### src/rtl/pkt_freelist_mgr_pkg.sv
// Shared constants and types for the packet-buffer free-list manager.
// Holds the slot ID width, the buffer address width and the free-list FSM states.
package pkt_freelist_mgr_pkg;

    localparam int PKT_AWIDTH_DEF    = 9;
    localparam int PKTBUF_AWIDTH_DEF = PKT_AWIDTH_DEF + 5;

    typedef enum logic [1:0] {
        FL_INIT,
        FL_PREFETCH,
        FL_RUN
    } fl_state_e;

    // Each slot is 32 flits, so a slot's first flit address is id << 5.
    function automatic logic [PKTBUF_AWIDTH_DEF-1:0] slot_base(input logic [PKT_AWIDTH_DEF-1:0] id);
        return {id, 5'd0};
    endfunction

endpackage

### src/rtl/pkt_freelist_mgr_rr_arb2.sv
// Two-way round-robin arbiter: combinational grant, one priority flop.
// When both request, the port that was not granted last wins.
module rr_arb2 (
    input  logic       clk,
    input  logic       rst_n,
    input  logic       en,
    input  logic [1:0] req,
    output logic [1:0] gnt
);

    logic prio;  // 0: port 0 preferred, 1: port 1 preferred

    always_comb begin
        gnt[0] = en & req[0] & (~req[1] | ~prio);
        gnt[1] = en & req[1] & (~req[0] | prio);
    end

    always_ff @(posedge clk or negedge rst_n) begin
        if (!rst_n)      prio <= 1'b0;
        else if (gnt[0]) prio <= 1'b1;
        else if (gnt[1]) prio <= 1'b0;
    end

endmodule

### src/rtl/pkt_freelist_mgr.sv
// Free-list allocator for packet-buffer slots: loads every ID at reset, serves them
// FIFO through a show-ahead head register and takes releases from two ports.
module pkt_freelist_mgr
    import pkt_freelist_mgr_pkg::*;
#(
    parameter int PKT_AWIDTH = PKT_AWIDTH_DEF,
    parameter int RAM_LAT    = 1
) (
    input  logic                  clk,
    input  logic                  rst_n,
    output logic                  init_done,
    output logic [PKT_AWIDTH-1:0] emptylist_out_data,
    output logic                  emptylist_out_valid,
    input  logic                  emptylist_out_ready,
    input  logic                  ret0_valid,
    input  logic [PKT_AWIDTH-1:0] ret0_id,
    output logic                  ret0_ready,
    input  logic                  ret1_valid,
    input  logic [PKT_AWIDTH-1:0] ret1_id,
    output logic                  ret1_ready,
    output logic [PKT_AWIDTH:0]   free_count,
    output logic [PKT_AWIDTH:0]   min_free,
    input  logic                  clr_stats,
    output logic                  underflow_err,
    output logic                  overflow_err
);

    localparam int                  NUM_PKTS = 1 << PKT_AWIDTH;
    localparam logic [PKT_AWIDTH:0] FULL     = (PKT_AWIDTH+1)'(NUM_PKTS);
    localparam logic [PKT_AWIDTH-1:0] LAST   = PKT_AWIDTH'(NUM_PKTS - 1);

    if (RAM_LAT != 1) begin : g_ram_lat_chk
        $error("pkt_freelist_mgr: only RAM_LAT=1 is supported");
    end

    fl_state_e             state, state_nxt;
    logic [PKT_AWIDTH-1:0] mem [NUM_PKTS];
    logic [PKT_AWIDTH-1:0] rd_ptr, wr_ptr, wr_data, acc_id, head_data;
    logic [PKT_AWIDTH:0]   ram_cnt;
    logic                  head_valid, run, full, pop, accept, byp, ram_wr, ram_rd;
    logic [1:0]            gnt;

    // FSM: state register / next state / outputs
    always_ff @(posedge clk or negedge rst_n) begin
        if (!rst_n) state <= FL_INIT;
        else        state <= state_nxt;
    end

    always_comb begin
        state_nxt = state;
        unique case (state)
            FL_INIT:     if (wr_ptr == LAST) state_nxt = FL_PREFETCH;
            FL_PREFETCH: state_nxt = FL_RUN;
            default:     state_nxt = FL_RUN;
        endcase
    end

    always_comb begin
        run       = (state == FL_RUN);
        init_done = run;
    end

    rr_arb2 u_arb (
        .clk   (clk),
        .rst_n (rst_n),
        .en    (run & ~full),
        .req   ({ret1_valid, ret0_valid}),
        .gnt   (gnt)
    );

    // The head register counts as free, so a full pool is RAM (NUM_PKTS-1) + head.
    always_comb begin
        free_count = ram_cnt + (PKT_AWIDTH+1)'(head_valid);
        full       = (free_count == FULL);
        pop        = run & head_valid & emptylist_out_ready;
        accept     = |gnt;
        acc_id     = gnt[1] ? ret1_id : ret0_id;
        byp        = accept & (~head_valid | (pop & (ram_cnt == '0)));
        ram_wr     = (state == FL_INIT) | (accept & ~byp);
        ram_rd     = (state == FL_PREFETCH) | (pop & (ram_cnt != '0));
        wr_data    = (state == FL_INIT) ? wr_ptr : acc_id;
    end

    assign ret0_ready          = gnt[0];
    assign ret1_ready          = gnt[1];
    assign emptylist_out_valid = head_valid;
    assign emptylist_out_data  = head_data;

    always_ff @(posedge clk) begin
        if (ram_wr) mem[wr_ptr] <= wr_data;
    end

    always_ff @(posedge clk or negedge rst_n) begin
        if (!rst_n) begin
            rd_ptr     <= '0;
            wr_ptr     <= '0;
            ram_cnt    <= '0;
            head_valid <= 1'b0;
            head_data  <= '0;
        end else begin
            if (ram_wr) wr_ptr <= wr_ptr + 1'b1;
            if (ram_rd) rd_ptr <= rd_ptr + 1'b1;
            unique case ({ram_wr, ram_rd})
                2'b10:   ram_cnt <= ram_cnt + 1'b1;
                2'b01:   ram_cnt <= ram_cnt - 1'b1;
                default: ram_cnt <= ram_cnt;
            endcase
            if (ram_rd) begin
                head_valid <= 1'b1;
                head_data  <= mem[rd_ptr];
            end else if (byp) begin
                head_valid <= 1'b1;
                head_data  <= acc_id;
            end else if (pop) begin
                head_valid <= 1'b0;
            end
        end
    end

    always_ff @(posedge clk or negedge rst_n) begin
        if (!rst_n) begin
            min_free      <= FULL;
            underflow_err <= 1'b0;
            overflow_err  <= 1'b0;
        end else if (clr_stats) begin
            min_free      <= free_count;
            underflow_err <= 1'b0;
            overflow_err  <= 1'b0;
        end else begin
            if (run && free_count < min_free)               min_free      <= free_count;
            if (run && emptylist_out_ready && !head_valid)  underflow_err <= 1'b1;
            if (run && full && (ret0_valid || ret1_valid))  overflow_err  <= 1'b1;
        end
    end

endmodule

### config.mk
export PLATFORM = sky130hd
export DESIGN_NAME = pkt_freelist_mgr
export DESIGN_NICKNAME = d
export VERILOG_FILES = /design/src/rtl/pkt_freelist_mgr_pkg.sv /design/src/rtl/pkt_freelist_mgr_rr_arb2.sv /design/src/rtl/pkt_freelist_mgr.sv
export SDC_FILE = /design/constraint.sdc
export NUM_CORES = 2
export LEC_CHECK = 0
export CAP_MARGIN = 15
export CORE_MARGIN = 1.5
export CORE_UTILIZATION = 40
export DETAILED_ROUTE_END_ITERATION = 8
export PLACE_DENSITY = 0.62
export SYNTH_ARGS = -nofsm -noshare
export SYNTH_HDL_FRONTEND = slang
export SYNTH_MEMORY_MAX_BITS = 65536
export SYNTH_SLANG_ARGS = --single-unit
### constraint.sdc
create_clock -name clk -period 22.8 [get_ports clk]
set_input_delay 4.56 -clock clk [delete_from_list [all_inputs] [get_ports clk]]
set_output_delay 4.56 -clock clk [all_outputs]
set_load 0.005 [all_outputs]
Word level (Yosys, flattened, before mapping). Memory sizes are Yosys's and may differ from the RTL's. Index checks and enable logic that the tools add are counted.

Add/sub/neg operators: 5. Order comparisons: 1. Eq/ne operators: 7. Muxes and demuxes: 20. Bitwise logic cells: 22. Reduce and logical (&&, ||, !) cells: 18.

Operators by type and width (number): 9-bit two-way mux (4); 10-bit two-way mux (2); 10-bit one-hot mux with 2 select lines (1); 9-bit by 1-bit adder with 9-bit output (second input constant) (2); 2-bit nonzero test (6); 1-bit AND (11); 1-bit two-way mux (11); 10-bit by 1-bit adder with 10-bit output (1); 10-bit by 1-bit adder with 10-bit output (second input constant) (1); 10-bit == test (second input constant) (1); 10-bit zero test (1); 10-bit less-than comparator (1); 10-bit nonzero test (1); 10-bit by 1-bit subtractor with 10-bit output (second input constant) (1); 9-bit == test (second input constant) (1); 1-bit inverter (6); 1-bit logical AND (5); 1-bit bitwise OR (5); 2-bit by 1-bit == test with 1-bit output (second input constant) (2); 2-bit == test (second input constant) (2); 2-bit two-way mux (2); 3-bit nonzero test (1); 2-bit zero test (1); 2-bit inequality test (second input constant) (1); other kinds (3) (3).

Register bits after elaboration: 53. Bits in writable memories: 4608. Bits of input ports: 24. Output and inout bits: 35. Logic and storage cells: 84. Memories: 1.

Memories: mem (words 512, bits a word 9, read ports 1, clocked after memory_dff 0, write ports 1, RTL line pkt_freelist_mgr.sv:37) `logic [PKT_AWIDTH-1:0] mem [NUM_PKTS];`.

Depth between registers and ports, before layout.
Depth after elaboration: 13. Depth in mapped cells: 21. Depth with buffers taken out: 20.

Cells and area by module. From an unflattened synthesis, not the netlist that was laid out.

Cells, all modules: 8805. Area total of the unflattened synthesis: 182139.7 µm².

By module, submodules not included: pkt_freelist_mgr (instances 1, cells an instance 8797, area each 182078.4 µm², seq. area each 139675.2 µm²); rr_arb2 (instances 1, cells an instance 8, area each 61.3 µm², seq. area each 25.0 µm²).

Worst setup path after synthesis. Ideal clock, no wire load.

Kind: input port to flip-flop. Start point: in ret0_valid. End point: mem mem[0][4] in the netlist's numbering (data pin). Setup time: 2.953 ns. Arrival: 18.703 ns. Data required time: 19.847 ns. Slack: 1.145 ns. Cell stages on the path: 5. Buffers on the path: 1. Path through: nand2b_1 -> and3_1 -> buf_6 -> mux2i_1 -> a21oi_1.

Longest elaborated chain between the ends: 5.

RTL lines: start: declaration (RTL line pkt_freelist_mgr.sv:15) `input logic ret0_valid,`; 1-bit inverter (RTL line pkt_freelist_mgr_rr_arb2.sv:15) `gnt[1] = en & req[1] & (~req[0] | prio);`; 1-bit bitwise OR (RTL line pkt_freelist_mgr_rr_arb2.sv:15); 1-bit AND (RTL line pkt_freelist_mgr_rr_arb2.sv:15); net ret1_ready (RTL line pkt_freelist_mgr.sv:20) `output logic ret1_ready,`; 9-bit two-way mux (RTL line pkt_freelist_mgr.sv:77) `acc_id = gnt[1] ? ret1_id : ret0_id;`; 9-bit two-way mux (RTL line pkt_freelist_mgr.sv:81) `wr_data = (state == FL_INIT) ? wr_ptr : acc_id;`; net wr_data[4] (RTL line pkt_freelist_mgr.sv:38) `logic [PKT_AWIDTH-1:0] rd_ptr, wr_ptr, wr_data, acc_id, head_data;`; end: declaration (RTL line pkt_freelist_mgr.sv:37).

The timed path passes the listed nets, and every way through them passes these cells.

Worst setup path after layout.
Start point: in ret0_valid. End point: out ret1_ready.

Longest elaborated chain between the ends: 3.

RTL lines (RTL line): 1-bit inverter (pkt_freelist_mgr_rr_arb2.sv:15); 1-bit bitwise OR (pkt_freelist_mgr_rr_arb2.sv:15); 1-bit AND (pkt_freelist_mgr_rr_arb2.sv:15); end: declaration (pkt_freelist_mgr.sv:20).

No other way between the ends.

==> flow_summary.yaml <==
run_status:
  status: "complete, no violations"
synthesis:
  synth.area.top_cells: "edfxtp_1, mux4_2, mux2i_1"
  syn_inst: 8796
  ys.flop_type: "edfxtp_1"
  synth_cell_types: 85
  yosys_warnings: 0
  yosysTopAreaCell: "edfxtp_1"
  synth_edf_count: 4608
  ys_seq_area_share_pct: 76.6
  synth_area_per_cell_sq_um: 20.7
  syn_nets: 8841
  async_reset_ff_share_pct: 1.14
  syn_area_sq_um: 182000
  ys_ff_latch: 4661
  synth_top_area_share_pct: 75.9
layout:
  layout.nets: 9027
  finalCoreUtilization_pct: 45.1
  layout-drive-gt1-share_pct: 21.4
  n_fill_cell: 37500
  final_cell_mix: "edfxtp_1, mux4_2, nor2_1"
  areaGrowthSynthToFinish_pct: 12.2
  final_area_sq_um: 205000
  layout_commonest_cell: "edfxtp_1"
sta:
  drv_slew: 0
  hold_viol: 0
  max_freq_ghz: 0.0897
  whs_ps: 522
  finClkSkew_ps: 46.2
  fin_crit_sh_pct: 48.9
  fin_crit_ps: 11150
  maxSlewHeadroom_pct: 13.9
  worst_pin_slew_ps: 1260
  setup_tns_ps: 0
  setup_ws_ps: 11650
  setup_viol: 0
  rsz0062_at_grt: "false"
floorplan:
  die_y_um: 678
  initial_core_util_pct: 40.2
  coreArea_sq_um: 453000
  rows: 247
  ios: 59
  dieArea_sq_um: 460000
  die_w_um: 678
global_route:
  use_met1_pct: 31.1
  grt.met3_usage_pct: 5.63
  grt.total_usage_pct: 22.3
  antenna_found_initial: 35
  grtUsageMet2_pct: 34.3
  grt_max_degree: 182
  overflow: 0
  busiest_layer: "met2"
  grt_pass1_wl_mm: 731
  grt_pass1_vias: 92100
clock_network:
  cts_setup_buffers: 0
  cts_hold_repair.buffers: 0
  clk_path_buf_depth: 4
  ctsHtreeMaxLevel: 5
  postCtsResizedCells: 0
  cts_root_buffer: "clkbuf_16"
  clock_latency_ps: 1010
  cts.sinks: 4661
  cts_buffers: 452
  cts_tree: "done"
  clk_pin_slew_ps: 60
detailed_routing:
  wl_per_cell_um: 34.1
  routed_via_density: 6.09
  drtIter0Drc: 14000
  drt_wl_total_mm: 525
  num_vias: 93600
  drc: 0
  dr.pass1.iters: 8
  antenna_left: 0
placed_design:
  port_buffers: 58
  dp_hpwl_mm: 311
  dpl_cell_area_sq_um: 189000
  place_ws_ps: 11710
  globalplace.congestion: 0.876
worst_setup_path:
  end_kind: "primary output"
  startpoint_type: "primary input"
  arrival_ps: 6590
  required_ps: 18240
  critical_path_peak_fanout: 10
  worst-setup-path-type: "in2out"
pwr:
  power.internal_uw: 13700
  p_leak_uw: 0.0587
  p_comb_share_pct: 0.1
  power_switching_uw: 3250
  power_density_nw_per_um2: 83.0
  p_seq_share_pct: 54.6
  sw_frac_of_total_pct: 19.2
  clockPowerShare_pct: 45.3
  ir_worst_vdd_uv: 74.7
flow_run:
  cap_viol_max_count: 0
min_path:
  worstHoldPathType: "reg2reg"
==> state kept, by name (all words and copies together) (netlist names) <==
| name | count |
|---|---|
| emptylist_out_data | 9 |
| emptylist_out_valid | 1 |
| mem | 4608 |
| min_free | 10 |
| overflow_err | 1 |
| ram_cnt | 10 |
| rd_ptr | 9 |
| state | 2 |
| u_arb.prio | 1 |
| underflow_err | 1 |
| wr_ptr | 9 |
==> layer usage <==
| metal | part of all wire, % | vias up | wire, um |
|---|---|---|---|
| li1 | - | 37100 | - |
| met1 | 38 | 49800 | 200000 |
| met2 | 46 | 5860 | 241000 |
| met3 | 12 | 882 | 62500 |
| met4 | 4.0 | 12 | 20800 |
| met5 | 0.015 | - | 80 |
==> cells by family (layout without fill, tap and decap cells) <==
| group | count (synthesis) | in the layout | share of synthesized area, % |
|---|---|---|---|
| other cells | 0 | 22 | 0 |
| compound gates | 943 | 943 | 3.64 |
| xor+xnor | 40 | 40 | 0.192 |
| simple gates | 1075 | 1075 | 2.51 |
| flops | 4661 | 4661 | 76.6 |
| buf+inv | 584 | 1163 | 2.03 |
| fa+ha+maj | 21 | 21 | 0.144 |
| mux | 1472 | 1472 | 14.8 |
==> through the flow <==
step | cells | total power (uW)
floorplan | 8796 | 9460
global placement | 14500 | 9470
detailed placement | 14500 | 9470
CTS | 15300 | 17000
global route | 15400 | 17300
finish | 15400 | 17000
==> layout make-up <==
class,instances,area [sq um],area share [%]
clock buffers,544,11900,5.83
flip-flops and latches,4661,140000,68.3
inverters,24,103,0.0502
well taps,5976,7480,3.66
clock inverters,303,3290,1.61
repair buffers,292,2570,1.26
multi-input cells,3551,39400,19.3
diodes,22,55.1,0.0269
==> power groups by stage <==
stage	sequential, uW	combinational (uW)	clock [uW]
5_1_grt	9260	20.6	8060
3_3_place_gp	9450	18.8	0
3_5_place_dp	9450	19.1	0
2_1_floorplan	9450	5.76	0
4_1_cts	9270	19.2	7740
6_report	9270	19.2	7680
==> path summary, 6_finish.rpt <==
check	slack (ps)	end	start	cells after the start
min in group asynchronous	3720	min_free[6]$_DFFE_PN0P_	rst_n	2
min reg2reg	520	overflow_err$_DFFE_PN0P_	overflow_err$_DFFE_PN0P_	2
min	520	overflow_err$_DFFE_PN0P_	overflow_err$_DFFE_PN0P_	2
max reg2reg	15380	emptylist_out_data[3]$_DFFE_PN0P_	rd_ptr[0]$_DFFE_PN0N_	12
max	11650	ret1_ready	ret0_valid	4
max in group asynchronous	18400	rd_ptr[1]$_DFFE_PN0N_	rst_n	2
==> cell usage after synthesis, types with 10 or more instances <==
| master | n |
|---|---|
| a211oi_1 | 35 |
| a21oi_1 | 191 |
| a221o_1 | 12 |
| a221oi_1 | 102 |
| a22o_1 | 42 |
| a22oi_1 | 169 |
| a31oi_1 | 30 |
| a32oi_1 | 13 |
| and2_1 | 14 |
| and3_1 | 12 |
| buf_1 | 31 |
| buf_12 | 16 |
| buf_2 | 142 |
| buf_4 | 44 |
| buf_6 | 72 |
| buf_8 | 31 |
| clkbuf_1 | 222 |
| dfrtp_1 | 52 |
| edfxtp_1 | 4608 |
| ha_1 | 21 |
| inv_1 | 20 |
| mux2_2 | 38 |
| mux2i_1 | 455 |
| mux4_1 | 10 |
| mux4_2 | 969 |
| nand2_1 | 190 |
| nand2b_1 | 18 |
| nand3_1 | 59 |
| nand4_1 | 13 |
| nor2_1 | 623 |
| nor2b_1 | 30 |
| nor3_1 | 54 |
| nor4_1 | 28 |
| o211ai_1 | 17 |
| o21ai_0 | 90 |
| o21ai_1 | 12 |
| o221ai_1 | 68 |
| o22ai_1 | 71 |
| o31ai_1 | 14 |
| xnor2_1 | 27 |
| xor2_1 | 13 |
==> worst max-delay path, stage by stage <==
cell and delay [ps]:
clkdlybuf4s50_1 500, nand2b_1 100, and3_1 780, clkdlybuf4s50_1 650
Power figures use the tool's default switching activity.
